--- src/rtl/rgb_hue_fader_if.sv ---
// Purpose: bundles the rgb_hue_fader control input and LED/status outputs.
// Ports: mode (00 fade, 01 step, 10 hold, 11 off); RGB_R/G/B PWM drives;
//        seg (current hue segment 0..5); wrap (one-cycle pulse on seg 5->0).
interface rgb_hue_fader_if;
  logic [1:0] mode;
  logic       RGB_R;
  logic       RGB_G;
  logic       RGB_B;
  logic [2:0] seg;
  logic       wrap;

  // master: the fader itself (consumes mode, drives the LED pins and status)
  modport master (
    input  mode,
    output RGB_R, RGB_G, RGB_B, seg, wrap
  );

  // slave: whatever sets the mode and observes the LED/status lines
  modport slave (
    output mode,
    input  RGB_R, RGB_G, RGB_B, seg, wrap
  );
endinterface

--- src/rtl/rgb_hue_fader.sv ---
// Purpose: sweeps an RGB LED around the six-segment hue wheel
//          (R->Y->G->C->B->M->R) with per-channel PWM so segments fade.
//          Modes: 00 fade, 01 hard step, 10 hold (frozen hue), 11 off.
// Ports:   clk, rst_n (async assert, active low); bus (master modport):
//          mode in, RGB_R/G/B out, seg[2:0] out, wrap out.
// Latency: one clock from pwm_cnt/duty/mode to RGB_*; outputs registered.
// Option:  define RGB_GAMMA_EN to square each duty ((d*d)>>PWM_BITS,
//          FULL kept at FULL) for perceptually linear fades, same latency.
module rgb_hue_fader #(
  parameter int PWM_BITS    = 8,
  parameter int STEP_CYCLES = 46875,
  parameter int ACTIVE_LOW  = 0
) (
  input  logic           clk,
  input  logic           rst_n,
  rgb_hue_fader_if.master bus
);

  localparam int DW   = PWM_BITS + 1;         // duty range 0..FULL
  localparam int FULL = 1 << PWM_BITS;
  localparam int PS_W = (STEP_CYCLES > 1) ? $clog2(STEP_CYCLES) : 1;

  localparam logic [DW-1:0]   DUTY_FULL = DW'(FULL);
  localparam logic [DW-1:0]   DUTY_ZERO = '0;
  localparam logic [PS_W-1:0] PS_LAST   = PS_W'(STEP_CYCLES - 1);
  // XOR mask applied to the registered "on" bits; also the inactive level.
  localparam logic [2:0]      RGB_IDLE  = (ACTIVE_LOW != 0) ? 3'b111 : 3'b000;

  typedef enum logic [1:0] {
    MODE_FADE = 2'b00,
    MODE_STEP = 2'b01,
    MODE_HOLD = 2'b10,
    MODE_OFF  = 2'b11
  } mode_e;

  mode_e mode_w;
  assign mode_w = mode_e'(bus.mode);

  // ---------------------------------------------------------------------------
  // State
  // ---------------------------------------------------------------------------
  logic [PS_W-1:0]     presc_q,   presc_d;
  logic [PWM_BITS-1:0] ph_q,      ph_d;
  logic [2:0]          seg_q,     seg_d;
  logic [PWM_BITS-1:0] pwm_cnt_q, pwm_cnt_d;
  logic                wrap_q,    wrap_d;
  logic [2:0]          rgb_q,     rgb_d;

  logic presc_tc;
  logic ph_last;
  logic seg_last;

  assign presc_tc = (presc_q == PS_LAST);
  assign ph_last  = (ph_q == {PWM_BITS{1'b1}});
  assign seg_last = (seg_q == 3'd5);

  // PWM counter runs in every mode, including off.
  assign pwm_cnt_d = pwm_cnt_q + PWM_BITS'(1);

  // ---------------------------------------------------------------------------
  // Hue position: prescaler -> phase -> segment.
  // The mode input is used directly here, so a change to hold on the same
  // edge as a phase wrap discards the increment, and off wins over everything.
  // ---------------------------------------------------------------------------
  always_comb begin
    presc_d = presc_q;
    ph_d    = ph_q;
    seg_d   = seg_q;
    wrap_d  = 1'b0;
    unique case (mode_w)
      MODE_FADE, MODE_STEP: begin
        if (presc_tc) begin
          presc_d = '0;
          ph_d    = ph_q + PWM_BITS'(1);
          if (ph_last) begin
            if (seg_last) begin
              seg_d  = 3'd0;
              wrap_d = 1'b1;
            end else begin
              seg_d  = seg_q + 3'd1;
            end
          end
        end else begin
          presc_d = presc_q + PS_W'(1);
        end
      end
      MODE_HOLD: begin
        // position frozen; defaults already hold it
      end
      MODE_OFF: begin
        presc_d = '0;
        ph_d    = '0;
        seg_d   = 3'd0;
      end
      default: begin
      end
    endcase
  end

  // ---------------------------------------------------------------------------
  // Duty generation.
  // Step mode reuses the fade table with the phase forced to zero: at ph=0
  // every segment's fade duty is exactly its start colour at 0/FULL levels.
  // ---------------------------------------------------------------------------
  logic [DW-1:0] ph_eff;
  logic [DW-1:0] duty_r, duty_g, duty_b;
  logic [DW-1:0] lvl_r,  lvl_g,  lvl_b;

  assign ph_eff = (mode_w == MODE_STEP) ? DUTY_ZERO : {1'b0, ph_q};

  always_comb begin
    duty_r = DUTY_ZERO;
    duty_g = DUTY_ZERO;
    duty_b = DUTY_ZERO;
    case (seg_q)
      3'd0: begin duty_r = DUTY_FULL;          duty_g = ph_eff;             duty_b = DUTY_ZERO;          end
      3'd1: begin duty_r = DUTY_FULL - ph_eff; duty_g = DUTY_FULL;          duty_b = DUTY_ZERO;          end
      3'd2: begin duty_r = DUTY_ZERO;          duty_g = DUTY_FULL;          duty_b = ph_eff;             end
      3'd3: begin duty_r = DUTY_ZERO;          duty_g = DUTY_FULL - ph_eff; duty_b = DUTY_FULL;          end
      3'd4: begin duty_r = ph_eff;             duty_g = DUTY_ZERO;          duty_b = DUTY_FULL;          end
      3'd5: begin duty_r = DUTY_FULL;          duty_g = DUTY_ZERO;          duty_b = DUTY_FULL - ph_eff; end
      default: begin
        // segments 6/7 are unreachable; leave the LED dark
      end
    endcase
  end

`ifdef RGB_GAMMA_EN
  // Squared duty, rescaled to the PWM range. d*d>>PWM_BITS already maps
  // FULL to FULL, the explicit test just keeps the intent obvious.
  function automatic logic [DW-1:0] gamma_f(input logic [DW-1:0] d);
    logic [2*DW-1:0] sq;
    logic [2*DW-1:0] sh;
    sq = {{DW{1'b0}}, d} * {{DW{1'b0}}, d};
    sh = sq >> PWM_BITS;
    if (d == DUTY_FULL) begin
      gamma_f = DUTY_FULL;
    end else begin
      gamma_f = sh[DW-1:0];
    end
  endfunction

  assign lvl_r = gamma_f(duty_r);
  assign lvl_g = gamma_f(duty_g);
  assign lvl_b = gamma_f(duty_b);
`else
  assign lvl_r = duty_r;
  assign lvl_g = duty_g;
  assign lvl_b = duty_b;
`endif

  // Channel on while pwm_cnt < duty: 0 never lights, FULL always lights.
  logic [DW-1:0] pwm_ext;
  assign pwm_ext = {1'b0, pwm_cnt_q};

  always_comb begin
    rgb_d = 3'b000;
    if (mode_w != MODE_OFF) begin
      rgb_d = {(pwm_ext < lvl_r), (pwm_ext < lvl_g), (pwm_ext < lvl_b)};
    end
  end

  // ---------------------------------------------------------------------------
  // Registers
  // ---------------------------------------------------------------------------
  always_ff @(posedge clk or negedge rst_n) begin
    if (!rst_n) begin
      presc_q   <= '0;
      ph_q      <= '0;
      seg_q     <= 3'd0;
      pwm_cnt_q <= '0;
      wrap_q    <= 1'b0;
      rgb_q     <= RGB_IDLE;
    end else begin
      presc_q   <= presc_d;
      ph_q      <= ph_d;
      seg_q     <= seg_d;
      pwm_cnt_q <= pwm_cnt_d;
      wrap_q    <= wrap_d;
      rgb_q     <= rgb_d ^ RGB_IDLE;
    end
  end

  assign bus.RGB_R = rgb_q[2];
  assign bus.RGB_G = rgb_q[1];
  assign bus.RGB_B = rgb_q[0];
  assign bus.seg   = seg_q;
  assign bus.wrap  = wrap_q;

endmodule
--- src/flat_wrapper.sv ---
// flat-port wrapper written by rule: the top's interface ports become plain ports
module rgb_hue_fader_flat 
#(
  parameter int PWM_BITS    = 8,
  parameter int STEP_CYCLES = 46875,
  parameter int ACTIVE_LOW  = 0
)
  (clk, rst_n, bus_mode, bus_RGB_R, bus_RGB_G, bus_RGB_B, bus_seg, bus_wrap);
  rgb_hue_fader_if bus_i ();
  input  logic clk;
  input  logic rst_n;
  input wire logic [$bits(bus_i.mode)-1:0] bus_mode;
  output wire logic [$bits(bus_i.RGB_R)-1:0] bus_RGB_R;
  output wire logic [$bits(bus_i.RGB_G)-1:0] bus_RGB_G;
  output wire logic [$bits(bus_i.RGB_B)-1:0] bus_RGB_B;
  output wire logic [$bits(bus_i.seg)-1:0] bus_seg;
  output wire logic [$bits(bus_i.wrap)-1:0] bus_wrap;
  assign bus_i.mode = bus_mode;
  assign bus_RGB_R = bus_i.RGB_R;
  assign bus_RGB_G = bus_i.RGB_G;
  assign bus_RGB_B = bus_i.RGB_B;
  assign bus_seg = bus_i.seg;
  assign bus_wrap = bus_i.wrap;
  rgb_hue_fader #(.PWM_BITS(PWM_BITS), .STEP_CYCLES(STEP_CYCLES), .ACTIVE_LOW(ACTIVE_LOW)) u_core (.clk(clk), .rst_n(rst_n), .bus(bus_i));
endmodule
--- config.mk ---
export PLATFORM = sky130hd
export DESIGN_NAME = rgb_hue_fader_flat
export DESIGN_NICKNAME = d
export VERILOG_FILES = /design/src/rtl/rgb_hue_fader_if.sv /design/src/rtl/rgb_hue_fader.sv /design/src/flat_wrapper.sv
export SDC_FILE = /design/constraint.sdc
export NUM_CORES = 1
export LEC_CHECK = 0
export BUFFER_PORTS_ARGS = -buffer_cell sky130_fd_sc_hd__buf_4
export CAP_MARGIN = 20
export CORE_AREA = 3 3 87 89
export CTS_CLUSTER_DIAMETER = 200
export DETAILED_ROUTE_END_ITERATION = 12
export DIE_AREA = 0 0 90 92
export SETUP_SLACK_MARGIN = 0.2
export SLEW_MARGIN = 20
export SYNTH_ARGS = -nofsm -noshare
export SYNTH_HDL_FRONTEND = slang
export SYNTH_SLANG_ARGS = --single-unit
--- constraint.sdc ---
create_clock -name clk -period 6.55 [get_ports clk]
set_input_delay 1.6375 -clock clk [delete_from_list [all_inputs] [get_ports clk]]
set_output_delay 1.6375 -clock clk [all_outputs]
set_load 0.03 [all_outputs]
Yosys cells after proc, flatten, opt, wreduce, memory -nomap -nowiden
Cells that the tools add are included.
{"block": "word_totals", "register_bits": 39, "memories": 0, "out_inout_bits": 7, "latchBits": 0, "input_bits": 4, "romBits": 0, "ramBits": 0}
{"block": "op_classes", "mux": 17, "eq_ne": 12, "bitwise_logic": 0, "reduce_logical": 9, "div_mod_pow": 0, "n_shift": 0, "add_sub_neg": 5, "order_cmp": 3, "mul": 0}
{"cell": "one-hot mux 9 bit (3 select lines)", "n": 3}
{"cell": "one-hot mux 16 bit (2 select lines)", "n": 1}
{"cell": "< comparator 8 x 9 -> 1 bit", "n": 3}
{"cell": "adder 16 x 1 -> 16 bit (second input constant)", "n": 1}
{"cell": "adder 8 x 1 -> 8 bit (second input constant)", "n": 2}
{"cell": "equality test 16 bit (second input constant)", "n": 1}
{"cell": "2-to-1 mux 16 bit", "n": 1}
{"cell": "2-to-1 mux 8 bit", "n": 2}
{"cell": "one-hot mux 8 bit (2 select lines)", "n": 1}
{"cell": "2-to-1 mux 3 bit", "n": 4}
{"cell": "subtractor 9 bit (first input constant)", "n": 1}
{"cell": "equality test 8 bit (second input constant)", "n": 1}
{"cell": "OR reduction 2 bit", "n": 4}
{"cell": "equality test 3 x 2 -> 1 bit (second input constant)", "n": 2}
{"cell": "equality test 3 bit (second input constant)", "n": 2}
{"cell": "one-hot mux 3 bit (2 select lines)", "n": 1}
{"cell": "2-to-1 mux 1 bit", "n": 4}
{"cell": "inequality test 2 x 1 -> 1 bit (second input constant)", "n": 2}
{"cell": "adder 3 x 1 -> 3 bit (second input constant)", "n": 1}
{"cell": "equality test 3 x 1 -> 1 bit (second input constant)", "n": 1}
{"cell": "zero test 3 bit", "n": 1}
{"cell": "AND reduction 3 bit", "n": 1}
{"cell": "equality test 2 x 1 -> 1 bit (second input constant)", "n": 1}
{"cell": "equality test 2 bit (second input constant)", "n": 1}
{"cell": "other kinds (4)", "n": 4}

Longest topological paths before layout
{"block": "logic_depth", "depth_word": 6, "ltp_mapped": 15, "mapped_depth_nobuf": 13}

Worst setup path after synthesis
OpenSTA, ideal clock, no wires.
{"block": "synth_timing", "path_kind": "input-to-reg", "start": "input bus_mode[1]", "end": "register u_core.rgb_q[1]", "path_stages": 14, "arrival_time_ns": 4.367, "setup_time_ns": 0.104, "required_ns": 6.446, "path_buffers": 2, "path_slack_ns": 2.080, "path_cell_list": "nand2b_1 clkbuf_1 clkbuf_1 nand2_1 ha_1 o21ai_0 nor4_1 or3_1 a32oi_1 ha_1 o21ai_0 a21oi_1 a211o_1 a221oi_1"}
{"block": "synth_between", "elab_chain_len": 6, "elab_cells_between_ends": 7, "cone_classes": "add/sub: 1; order compare: 1; eq/ne: 2; mux: 3"}
{"element": "start: declaration", "line_no": "flat_wrapper.sv:12", "source": "input wire logic [$bits(bus_i.mode)-1:0] bus_mode;"}
{"element": "equality test 2 x 1 -> 1 bit", "line_no": "rgb_hue_fader.sv:109", "source": "assign ph_eff = (mode_w == MODE_STEP) ? DUTY_ZERO : {1'b0, ph_q};"}
{"element": "2-to-1 mux 8 bit", "line_no": "rgb_hue_fader.sv:109"}
{"element": "subtractor 9 bit", "line_no": "rgb_hue_fader.sv:119", "source": "3'd3: begin duty_r = DUTY_ZERO; duty_g = DUTY_FULL - ph_eff; duty_b = DUTY_FULL; end"}
{"element": "one-hot mux 9 bit (3 select lines)", "line_no": "rgb_hue_fader.sv:115", "source": "case (seg_q)"}
{"element": "< comparator 8 x 9 -> 1 bit", "line_no": "rgb_hue_fader.sv:159", "source": "rgb_d = {(pwm_ext < lvl_r), (pwm_ext < lvl_g), (pwm_ext < lvl_b)};"}
{"element": "2-to-1 mux 3 bit *", "line_no": "rgb_hue_fader.sv:158", "source": "if (mode_w != MODE_OFF) begin"}
{"element": "named net u_core.rgb_d[1]", "line_no": "rgb_hue_fader.sv:47", "source": "logic [2:0] rgb_q, rgb_d;"}
{"element": "end signal: assignment", "line_no": "rgb_hue_fader.sv:180", "source": "rgb_q <= rgb_d ^ RGB_IDLE;"}
{"element": "end: declaration", "line_no": "rgb_hue_fader.sv:47"}
Mark *: on every way through the listed nets, which the timed path passes. The rest lies on a longest branch.
A chain may end at the register's enable or synchronous reset.

Final worst setup path
Same ends and word-level chain as after synthesis.

==> impl_metrics.json <==
{
  "status": "complete, no violations",
  "hp-class": "reg2reg",
  "max_freq_mhz": 216.1,
  "yosysMostFrequentCell": "nand2_1",
  "grt_pass1_vias": 2622,
  "yosysWarnings": 0,
  "met3_usage_pct": 2.871,
  "synth_fa_ha_area_share_pct": 11.14,
  "min_from": "u_core.pwm_cnt_q[0]",
  "cts_resized": 0,
  "vias": 2755,
  "synth_area_leaders": "dfrtp_1 (32%), ha_1 (11%), nand2_1 (5.7%)",
  "diodes": 0,
  "muxShareOfSynthArea_pct": 2.021,
  "num-nets-final": 384,
  "grtUsageMet1_pct": 25.83,
  "synthSimpleGateAreaFrac_pct": 22.81,
  "fin_crit_sh_pct": 70.66,
  "insertion_delay_ns": 0.30,
  "finalClockSkew_ns": 0.004342,
  "cts-root-buf": "clkbuf_8",
  "syn_to_final_growth_pct": 6.807,
  "synth_seq_cells": 39,
  "dieArea_um2": 8280,
  "grt-busiest-layer": "met2",
  "switching_power_uw": 128.6,
  "start_util_pct": 44.40,
  "synth_compound_area_share_pct": 24.30,
  "seqPwrFrac_pct": 51.5,
  "cp-end-kind": "flop",
  "rsz0062_at_grt": "false",
  "worst_slack_ns": 1.922,
  "reg2reg_from": "u_core.bus.seg[1]",
  "reg2reg_depth": 11,
  "io_buffers": 10,
  "multi_input_area_um2": 1933,
  "p_leak_nw": 1.322,
  "swShare_pct": 25.65,
  "dp_hpwl_um": 5356,
  "numCtsBuffers": 5,
  "core.rowCount": 30,
  "drive_gt1_share_pct": 7.062,
  "clock-sinks": 39,
  "antenna_found_initial": 0,
  "holdBufCountCts": 0,
  "tightest_slew_ns": 0.9964,
  "cp_data_arrival_time_ns": 4.83,
  "place_inst": 442,
  "synth_top_family_by_area": "compound AO/OA/AOI/OAI gates",
  "cellPowerDensity_nw_per_um2": 154.8,
  "synth_edf_count": 0,
  "period_needed_ns": 4.628,
  "synth_flop_cell": "dfrtp_1",
  "avgViaCountPerCell": 6.122,
  "drc_errors": 0,
  "fp.dieW_um": 90,
  "cp-startpoint": "bus_mode[1]",
  "postSynthAreaPerCell_um2": 8.472,
  "hold_violations": 0,
  "required_ns": 6.75,
  "setup_viol": 0,
  "synth_area_um2": 3033,
  "synth_top_area_share_pct": 32.18,
  "path_clk_slew_ns": 0.08,
  "nFillCells": 684,
  "grt_usage_pct": 18.81,
  "htree_levels": 2,
  "cts_buffer_depth": 2,
  "grt_pass1_wl_um": 12900,
  "grt-ovfl-total": 0,
  "clock_power_share_pct": 41.7,
  "tritoncts": "built",
  "core_area_um2": 6832,
  "async_flop_share_pct": 100.0,
  "instances_no_fill": 450,
  "drv_slew": 0,
  "first_pass_iters": 5,
  "syn-num-nets": 389,
  "wl_per_cell_um": 16.58,
  "grt_start_max_net_pins": 40,
  "cts_setup_buffers": 0,
  "gr-usage-met2_pct": 30.18,
  "drv_cap": 0,
  "ys_types": 64,
  "p_int_uw": 372.7,
  "synth_commonest_cells": "nand2_1 (46), dfrtp_1 (39), ha_1 (27), nor2_1 (23)",
  "slew_headroom_pct": 33.43,
  "routed_wl_um": 7460,
  "ios": 11,
  "worstSetupPathType": "in2reg",
  "pwr-share-comb_pct": 6.8,
  "synthCells": 358,
  "crit_path_start_kind": "input pin",
  "fin_area_um2": 3239,
  "fp.dieH_um": 92,
  "peakVddDrop_v": 0.0001096,
  "synth-seq-area-share_pct": 32.18,
  "yosysTopAreaCell": "dfrtp_1",
  "finalWeightedCongestion": 0.9169,
  "seq_area_um2": 975.9,
  "ant_nets": 0,
  "synthXorXnorAreaFrac_pct": 3.465,
  "whs_path_depth": 1,
  "place_area_um2": 3127,
  "post-place-ws_ns": 1.693,
  "first_iter_violations": 221,
  "fin_hold_ws_ns": 0.5232,
  "fin_setup_tns_ns": 0,
  "worstPathMaxFanout": 24
}
-- stage by stage --
stage / power, mW / utilization (%)
after floorplan: 0.2838 / -
after global placement: 0.2974 / 45.77
after detailed placement: 0.2979 / 45.77
after CTS: 0.5082 / 47.42
after global routing: 0.5259 / 47.42
final: 0.5013 / 47.42
-- layer usage --
| metal | up-vias | part of all wire [%] |
|---|---|---|
| met5 | - | 0 |
| met4 | 0 | 1.4 |
| met3 | 10 | 4.0 |
| met2 | 66 | 47 |
| met1 | 1344 | 48 |
| li1 | 1335 | - |
-- worst max-delay path: stages --
cell and delay, ns:
buf_4 0.17, nand2b_1 0.67, nand2_1 0.18, ha_1 0.33, o21ai_0 0.20, nor4_1 0.11, or3_1 0.39, a32oi_1 0.17
ha_1 0.28, o21ai_0 0.14, a21oi_1 0.06, a211o_1 0.23, a221oi_1 0.25
-- layout by cell type, fill, tap and decap left out, types with 3 or more instances in the layout --
cell type,instances
a211oi_1,3
a21o_1,6
a21oi_1,19
a31oi_1,12
a32oi_1,8
a41oi_1,3
and3_1,9
buf_4,10
clkbuf_8,5
dfrtp_1,39
ha_1,27
inv_1,6
mux2i_1,5
nand2_1,46
nand2b_1,5
nand3_1,15
nand4_1,6
nor2_1,23
nor2b_1,4
nor3_1,8
nor4_1,5
o21ai_0,19
o21ai_1,4
o41ai_1,3
or3_1,4
xnor2_1,6
xor2_1,6
-- flip-flops by register name, summed over array words and instances, names as in the netlist --
register,count
u_core.presc_q,16
u_core.ph_q,8
u_core.pwm_cnt_q,8
u_core.bus.wrap,1
u_core.bus.seg,3
u_core.rgb_q,3
-- kinds of logic after synthesis --
logic type,after synthesis
AO/OA/AOI/OAI,107
XOR/XNOR,12
multiplexers,6
AND/OR/NAND/NOR,139
flip-flops,39
adder cells (fa/ha/maj),27
buffers and inverters,28
-- power groups by stage --
stage	registers, mW	clock network [mW]	logic, mW
floorplan	0.260	0	0.0242
global route	0.260	0.226	0.0397
detailed placement	0.263	0	0.0348
global placement	0.263	0	0.0342
finish	0.258	0.209	0.0343
CTS	0.258	0.215	0.0350
-- final timing paths --
path | to | slack, ns
worst max-delay path | u_core.rgb_q[1] | 1.92
worst min-delay path | u_core.pwm_cnt_q[0] | 0.52
worst max register to register | u_core.rgb_q[1] | 3.24
worst min register to register | u_core.pwm_cnt_q[0] | 0.52
max in group asynchronous | u_core.presc_q[6] | 4.90
min in group asynchronous | u_core.rgb_q[1] | 1.29
-- layout make-up --
cell class,count,share of cell area (%)
clock buffer,5,2.124
sequential,39,30.13
tap,96,3.708
clock inverter,3,1.352
timing repair buffer,10,2.317
multi-input combinational,291,59.68
inverter,6,0.6952
No activity file was read; power rests on OpenSTA's default activity.
